<file path="src/rtl/dcm_pkg.sv">
// Shared defaults and helpers for the dcm_multi clock-enable generator.
package dcm_pkg;

    localparam int DEF_HALF_MS_CONT = 5000000;
    localparam int DEF_SEL_W        = 3;

    // Fast-clock rises a channel spends in each level before toggling, minus one.
    function automatic int unsigned ch_tc(input int unsigned sel);
        return (32'd1 << sel) - 32'd1;
    endfunction

endpackage

</file>
<file path="src/rtl/dcm_channel.sv">
// One slow channel: rise-driven divider, deferred selector commit and rising tick.
// Optional macro DCM_UPD_ACK_EN adds a one-cycle commit acknowledge output.
module dcm_channel
    import dcm_pkg::*;
#(
    parameter int SEL_W = DEF_SEL_W
)
(
    input  logic             i_clk,
    input  logic             i_rst,
    input  logic             i_rise,
    input  logic             i_update,
    input  logic [SEL_W-1:0] i_prog,
    output logic             o_clk_2,
    output logic             o_tick,
    output logic [SEL_W-1:0] o_sel,
`ifdef DCM_UPD_ACK_EN
    output logic             o_upd_ack,
`endif
    output logic             o_pending
);

    localparam int CW = (1 << SEL_W) - 1;

    logic [CW-1:0]    r_cnt;
    logic [SEL_W-1:0] r_sel;
    logic [SEL_W-1:0] r_pend_sel;
    logic             r_pending;
    logic             r_clk_2;
    logic             r_tick;
`ifdef DCM_UPD_ACK_EN
    logic             r_ack;
`endif
    logic             w_tc;

    assign w_tc = (r_cnt == CW'(ch_tc(32'(r_sel))));

    always_ff @(posedge i_clk) begin
        if (i_rst) begin
            r_cnt      <= '0;
            r_sel      <= '0;
            r_pend_sel <= '0;
            r_pending  <= 1'b0;
            r_clk_2    <= 1'b0;
            r_tick     <= 1'b0;
`ifdef DCM_UPD_ACK_EN
            r_ack      <= 1'b0;
`endif
        end else begin
            r_tick <= 1'b0;
`ifdef DCM_UPD_ACK_EN
            r_ack  <= 1'b0;
`endif
            if (i_rise) begin
                if (w_tc) begin
                    r_cnt   <= '0;
                    r_clk_2 <= ~r_clk_2;
                    r_tick  <= ~r_clk_2;
                    if (r_pending) begin
                        r_sel     <= r_pend_sel;
                        r_pending <= 1'b0;
`ifdef DCM_UPD_ACK_EN
                        r_ack     <= 1'b1;
`endif
                    end
                end else begin
                    r_cnt <= r_cnt + CW'(1);
                end
            end
            // A capture in the commit cycle wins over the clear: the new value stays pending.
            if (i_update) begin
                r_pend_sel <= i_prog;
                r_pending  <= 1'b1;
            end
        end
    end

    assign o_clk_2   = r_clk_2;
    assign o_tick    = r_tick;
    assign o_sel     = r_sel;
    assign o_pending = r_pending;
`ifdef DCM_UPD_ACK_EN
    assign o_upd_ack = r_ack;
`endif

endmodule

</file>
<file path="src/rtl/dcm_multi.sv">
// Clock-enable generator: fixed fast base divider plus NUM_CH programmable slow channels.
// Optional macro DCM_UPD_ACK_EN adds the upd_ack output.
module dcm_multi
    import dcm_pkg::*;
#(
    parameter int HALF_MS_CONT = DEF_HALF_MS_CONT,
    parameter int NUM_CH       = 2,
    parameter int SEL_W        = DEF_SEL_W
)
(
    input  logic                    clk,
    input  logic                    rst,
    input  logic [NUM_CH-1:0]       update,
    input  logic [NUM_CH*SEL_W-1:0] prog_in,
    output logic                    clk_1,
    output logic                    clk_1_tick,
    output logic [NUM_CH-1:0]       clk_2,
    output logic [NUM_CH-1:0]       clk_2_tick,
    output logic [NUM_CH*SEL_W-1:0] prog_out,
`ifdef DCM_UPD_ACK_EN
    output logic [NUM_CH-1:0]       upd_ack,
`endif
    output logic [NUM_CH-1:0]       pending
);

    localparam int CNT_W = $clog2(HALF_MS_CONT);

    logic [CNT_W-1:0] r_cnt;
    logic             r_clk_1;
    logic             r_clk_1_tick;
    logic             w_ht;
    logic             w_rise;

    assign w_ht   = (r_cnt == CNT_W'(HALF_MS_CONT - 1));
    assign w_rise = w_ht & ~r_clk_1;

    always_ff @(posedge clk) begin
        if (rst) begin
            r_cnt        <= '0;
            r_clk_1      <= 1'b0;
            r_clk_1_tick <= 1'b0;
        end else begin
            r_clk_1_tick <= w_rise;
            if (w_ht) begin
                r_cnt   <= '0;
                r_clk_1 <= ~r_clk_1;
            end else begin
                r_cnt <= r_cnt + CNT_W'(1);
            end
        end
    end

    assign clk_1      = r_clk_1;
    assign clk_1_tick = r_clk_1_tick;

    for (genvar g = 0; g < NUM_CH; g++) begin : g_ch
        dcm_channel #(.SEL_W(SEL_W)) u_ch (
            .i_clk     (clk),
            .i_rst     (rst),
            .i_rise    (w_rise),
            .i_update  (update[g]),
            .i_prog    (prog_in[g*SEL_W +: SEL_W]),
            .o_clk_2   (clk_2[g]),
            .o_tick    (clk_2_tick[g]),
            .o_sel     (prog_out[g*SEL_W +: SEL_W]),
`ifdef DCM_UPD_ACK_EN
            .o_upd_ack (upd_ack[g]),
`endif
            .o_pending (pending[g])
        );
    end

endmodule

</file>
<file path="config.mk">
export PLATFORM = sky130hd
export DESIGN_NAME = dcm_multi
export DESIGN_NICKNAME = d
export VERILOG_FILES = /design/src/rtl/dcm_pkg.sv /design/src/rtl/dcm_channel.sv /design/src/rtl/dcm_multi.sv
export SDC_FILE = /design/constraint.sdc
export NUM_CORES = 1
export LEC_CHECK = 0
export ABC_CLOCK_PERIOD_IN_PS = 3570
export CORE_MARGIN = 2
export CORE_UTILIZATION = 68
export CTS_BUF_LIST = sky130_fd_sc_hd__clkbuf_16
export DETAILED_ROUTE_END_ITERATION = 8
export DONT_BUFFER_PORTS = 1
export PLACE_DENSITY = 0.84
export SLEW_MARGIN = 40
export SYNTH_ARGS = -nofsm -noshare
export SYNTH_HDL_FRONTEND = slang
export SYNTH_HIERARCHICAL = 1
export SYNTH_SLANG_ARGS = --single-unit
</file>
<file path="constraint.sdc">
create_clock -name clk -period 3.57 [get_ports clk]
set_input_delay 0.357 -clock clk [delete_from_list [all_inputs] [get_ports clk]]
set_output_delay 0.357 -clock clk [all_outputs]
set_load 0.02 [all_outputs]
</file>
# --- Word-level counts from Yosys, hierarchy flattened ---
# Index checks and enable logic that the tools add are counted.
word_totals:
  regBits: 57
  inputBits: 10
  output_inout_bits: 14
  word_cells: 53
classes:
  addsub: 5
  n_eq_ne: 3
  shift: 2
  mux: 8
  bitwise: 7
  reduce_logical: 13
ops:
  columns: ["operator", "n"]
  rows:
  - ["$add 23x1->23 const B", 1]
  - ["$eq 23x23->1 const B", 1]
  - ["$add 7x1->7 const B", 2]
  - ["$eq 7x7->1", 2]
  - ["$mux 7", 2]
  - ["$shl 1x3->7 const A", 2]
  - ["$sub 7x1->7 const B", 2]
  - ["$reduce_and 2->1", 4]
  - ["$reduce_bool 2->1", 4]
  - ["$mux 1", 6]
  - ["$not 1->1", 6]
  - ["$reduce_and 3->1", 2]
  - ["$reduce_or 3->1", 2]
  - ["$reduce_or 2->1", 1]
  - ["$and 1x1->1", 1]

# --- Logic depth before layout (Yosys ltp) ---
depth:
  ltp_word: 6
  depth_mapped: 10
  ltp_nobuf: 8

# --- Modules after synthesis ---
# Netlist, hierarchy kept.
by_module_without_submodules:
  columns: ["mod", "instances", "cells_per_inst", "area_each_um2", "seq_area_each_um2"]
  rows:
  - ["dcm_channel", 2, 93, 872.1, 320.3]
  - ["dcm_multi", 1, 131, 1152.4, 500.5]

# --- Worst setup path before layout ---
# Ideal clock, no wire load.
synth_timing:
  path_kind: "reg-to-reg"
  startpoint: "reg r_cnt[2] (netlist name)"
  endpoint: "reg g_ch[0].u_ch.r_sel[0]"
  setup_ps: 72
  t_arrival_ps: 2346
  required_ps: 3498
  path_slack_ps: 1153
  path_stages_with_launch: 10
  path_buffers: 2
  synth_period_minus_slack_ps: 2417
  cell_sequence: "dfxtp_1 -> and4_1 -> buf_2 -> nand3_1 -> or3_1 -> inv_1 -> clkbuf_1 -> o211ai_1 -> a2111oi_4 -> mux2i_1"
synth_rtl:
  columns: ["item", "line", "rtl"]
  rows:
  - ["end signal, assigned", "dcm_channel.sv:60", "r_sel <= r_pend_sel;"]
  - ["end, declared", "dcm_channel.sv:26", "logic [SEL_W-1:0] r_sel;"]

==> impl_metrics.json <==
{
  "status": "complete, no violations",
  "clock_latency_ns": 0.33,
  "synthCells": 317,
  "synth_edf_count": 0,
  "async_reset_ff_share_pct": 0,
  "yosys.cell_types.count": 47,
  "antenna_found_initial": 0,
  "cts_buffer_depth": 2,
  "postLayoutCoreUtil_pct": 78.79,
  "setup_viol": 0,
  "grt_pass1_wl_microns": 10460,
  "ir_worst_vdd_uv": 350.2,
  "cts.sinks": 57,
  "fill_cells": 259,
  "vias": 2287,
  "final_common_cell": "dfxtp_1",
  "path_max_fanout": 16,
  "drc_errors": 0,
  "rsz0062_at_grt": "no",
  "die_x_microns": 69.27,
  "fin_skew_ns": 0.01149,
  "cts-hold-fix-buffers": 0,
  "firstDrtPassIters": 4,
  "diodes": 0,
  "start_util_pct": 71.38,
  "portBuffers": 0,
  "area_growth_pct": 10.37,
  "synth_warnings": 6,
  "ant_nets": 0,
  "drive_above_1_share_pct": 10.31,
  "fin_setup_tns_ns": 0,
  "placed_area_sq_um": 2892,
  "syn_area_sq_um": 2897,
  "ys.flop_type": "dfxtp_1",
  "cts_resized": 0,
  "drt_iter0_drc": 193,
  "cts_root_buf": "clkbuf_16",
  "groute.usage.overall_pct": 26.99,
  "fin_crit_sh_pct": 80.04,
  "yosysTopAreaCell": "dfxtp_1",
  "fmax_ghz": 0.3500,
  "layout_common_cells": "dfxtp_1 (57), nor2_1 (33), nor3_1 (16), mux2i_1 (16)",
  "synth_top_cell_area_share_pct": 39.40,
  "cts_made_buffers": 9,
  "netlist_top_cells_area": "dfxtp_1 (39%), mux2i_1 (5.5%), nor2_1 (4.3%), xnor2_1 (3.9%), xor2_1 (3.9%)",
  "slew_violations": 0,
  "ys_ff_latch": 57,
  "synth_area_per_cell_sq_um": 9.137,
  "clk_pin_slew_ns": 0.05,
  "max_slew_margin_pct": 50.28,
  "grt_max_degree": 45,
  "grt_pass1_vias": 2279,
  "design_area_sq_um": 3197,
  "vias_per_cell": 6.181,
  "hold_viol": 0,
  "min_period_ns": 2.857,
  "max-cap-violations": 0,
  "cts_htree_levels": 3,
  "p_leak_nw": 1.112,
  "arrival_ns": 3.11,
  "die-area_sq_um": 4798,
  "nets": 328,
  "worstSetupStartpointType": "register",
  "p_per_area_nw_per_um2": 484.6,
  "gp_congestion": 0.8688,
  "wirelength_microns": 5906,
  "core_sq_um": 4058,
  "dpl.hpwl_microns": 3878,
  "worst_pin_slew_ns": 0.7443,
  "critPathKind": "register to register",
  "die_height_microns": 69.27,
  "ios": 24,
  "wire_per_inst_microns": 15.96,
  "grt_overflow": 0,
  "rows": 23,
  "cp.required_ns": 3.82,
  "ys_seq_area_share_pct": 39.40,
  "hold_path.class": "input port to register",
  "worstSetupEndpointType": "register",
  "postCtsSetupBuffers": 0,
  "cts_tree": "yes",
  "syn-num-nets": 330
}
synth_stat cells, types with 2 or more instances:
library cell	n
a21oi_1	11
and3_1	2
nor4_1	8
mux2i_1	16
nand4_1	14
o21ai_2	2
a41o_2	2
ha_1	3
nor2_1	33
inv_1	10
buf_2	6
nor2b_1	2
nand4_2	2
o22ai_1	2
a21boi_0	2
dfxtp_1	57
a2111oi_4	2
o31ai_1	3
nor3b_1	2
or2b_1	2
nand3_1	8
nand2b_1	14
xnor2_1	13
and2_1	4
a31o_2	2
nor4b_1	2
o211ai_1	2
clkbuf_1	6
or2_0	2
or4_1	4
nor3_1	16
xor2_1	13
or2_2	2
o21ai_0	10
and4_1	5
a2111oi_0	2
o211a_1	2
nand2_1	10
o221ai_1	2
or4_4	3
buf_6	2
or3_1	5
a211oi_4	2
a21bo_2	2
cell families (layout without fill, tap and decap cells):
group | after synthesis | after routing | share of synthesized area [%]
AO/OA/AOI/OAI | 50 | 50 | 14.30
AND/OR/NAND/NOR | 141 | 141 | 27.73
buffers and inverters | 24 | 27 | 3.888
XOR/XNOR | 26 | 26 | 7.862
adder cells (fa/ha/maj) | 3 | 3 | 1.296
multiplexers | 16 | 16 | 5.529
flip-flops | 57 | 57 | 39.40
flip-flops by register name, indices dropped and copies added (netlist names):
signal,count
clk_1,1
g_ch.u_ch/o_pending,2
g_ch.u_ch/o_tick,2
g_ch.u_ch/o_clk_2,2
g_ch.u_ch/o_sel,6
r_cnt,23
g_ch.u_ch/r_pend_sel,6
g_ch.u_ch/r_cnt,14
clk_1_tick,1
where the power goes:
group	internal [mW]	switching, mW
clock network	0.597	0.268
registers	0.647	0.0112
logic	0.0135	0.0130
routing by layer:
metal  global-route usage, %  part of all wire (%)
met4                   15.90                   3.0
met3                   6.977                   4.0
met1                   32.66                    44
met2                   43.16                    49
met5                       0                     0
final timing paths:
| kind | from | end | slack, ns | cells past startpoint |
|---|---|---|---|---|
| worst min-delay path | rst | g_ch[1].u_ch/r_pend_sel[1] | 0.11 | 1 |
| worst min register to register | g_ch[1].u_ch/r_pend_sel[1] | g_ch[1].u_ch/o_sel[1] | 0.48 | 2 |
| worst max register to register | r_cnt[0] | g_ch[1].u_ch/o_clk_2 | 0.71 | 7 |
| worst max-delay path | r_cnt[0] | g_ch[1].u_ch/o_clk_2 | 0.71 | 7 |
stage by stage:
step,hold slack [ns],setup slack (ns),cells,power [mW]
after CTS,0.09864,0.7469,370,1.563
final,0.1071,0.7127,370,1.549
after global placement,0.4322,0.8813,354,0.6951
after detailed placement,0.4337,0.7653,354,0.6968
after global routing,0.09917,0.4728,370,1.596
after floorplan,0.4261,1.153,317,0.6950
critical path: stages (launching register included):
cell and delay (ns):
dfxtp_1 0.43, ha_1 0.37, nand3_1 0.16, or3_1 0.41, inv_1 0.41, o221ai_1 0.29
a211oi_4 0.49, mux2i_1 0.23
cell type report:
class | instances | area, sq um | share of cell area (%)
Multi-Input combinational cell | 236 | 1643 | 51.39
Sequential cell | 57 | 1141 | 35.69
Clock inverter | 7 | 80.08 | 2.505
Tap cell | 50 | 62.56 | 1.957
Timing Repair Buffer | 1 | 7.507 | 0.2348
Clock buffer | 9 | 225.2 | 7.045
Inverter | 10 | 37.54 | 1.174
Note: power is estimated with default switching activity, not from simulation.
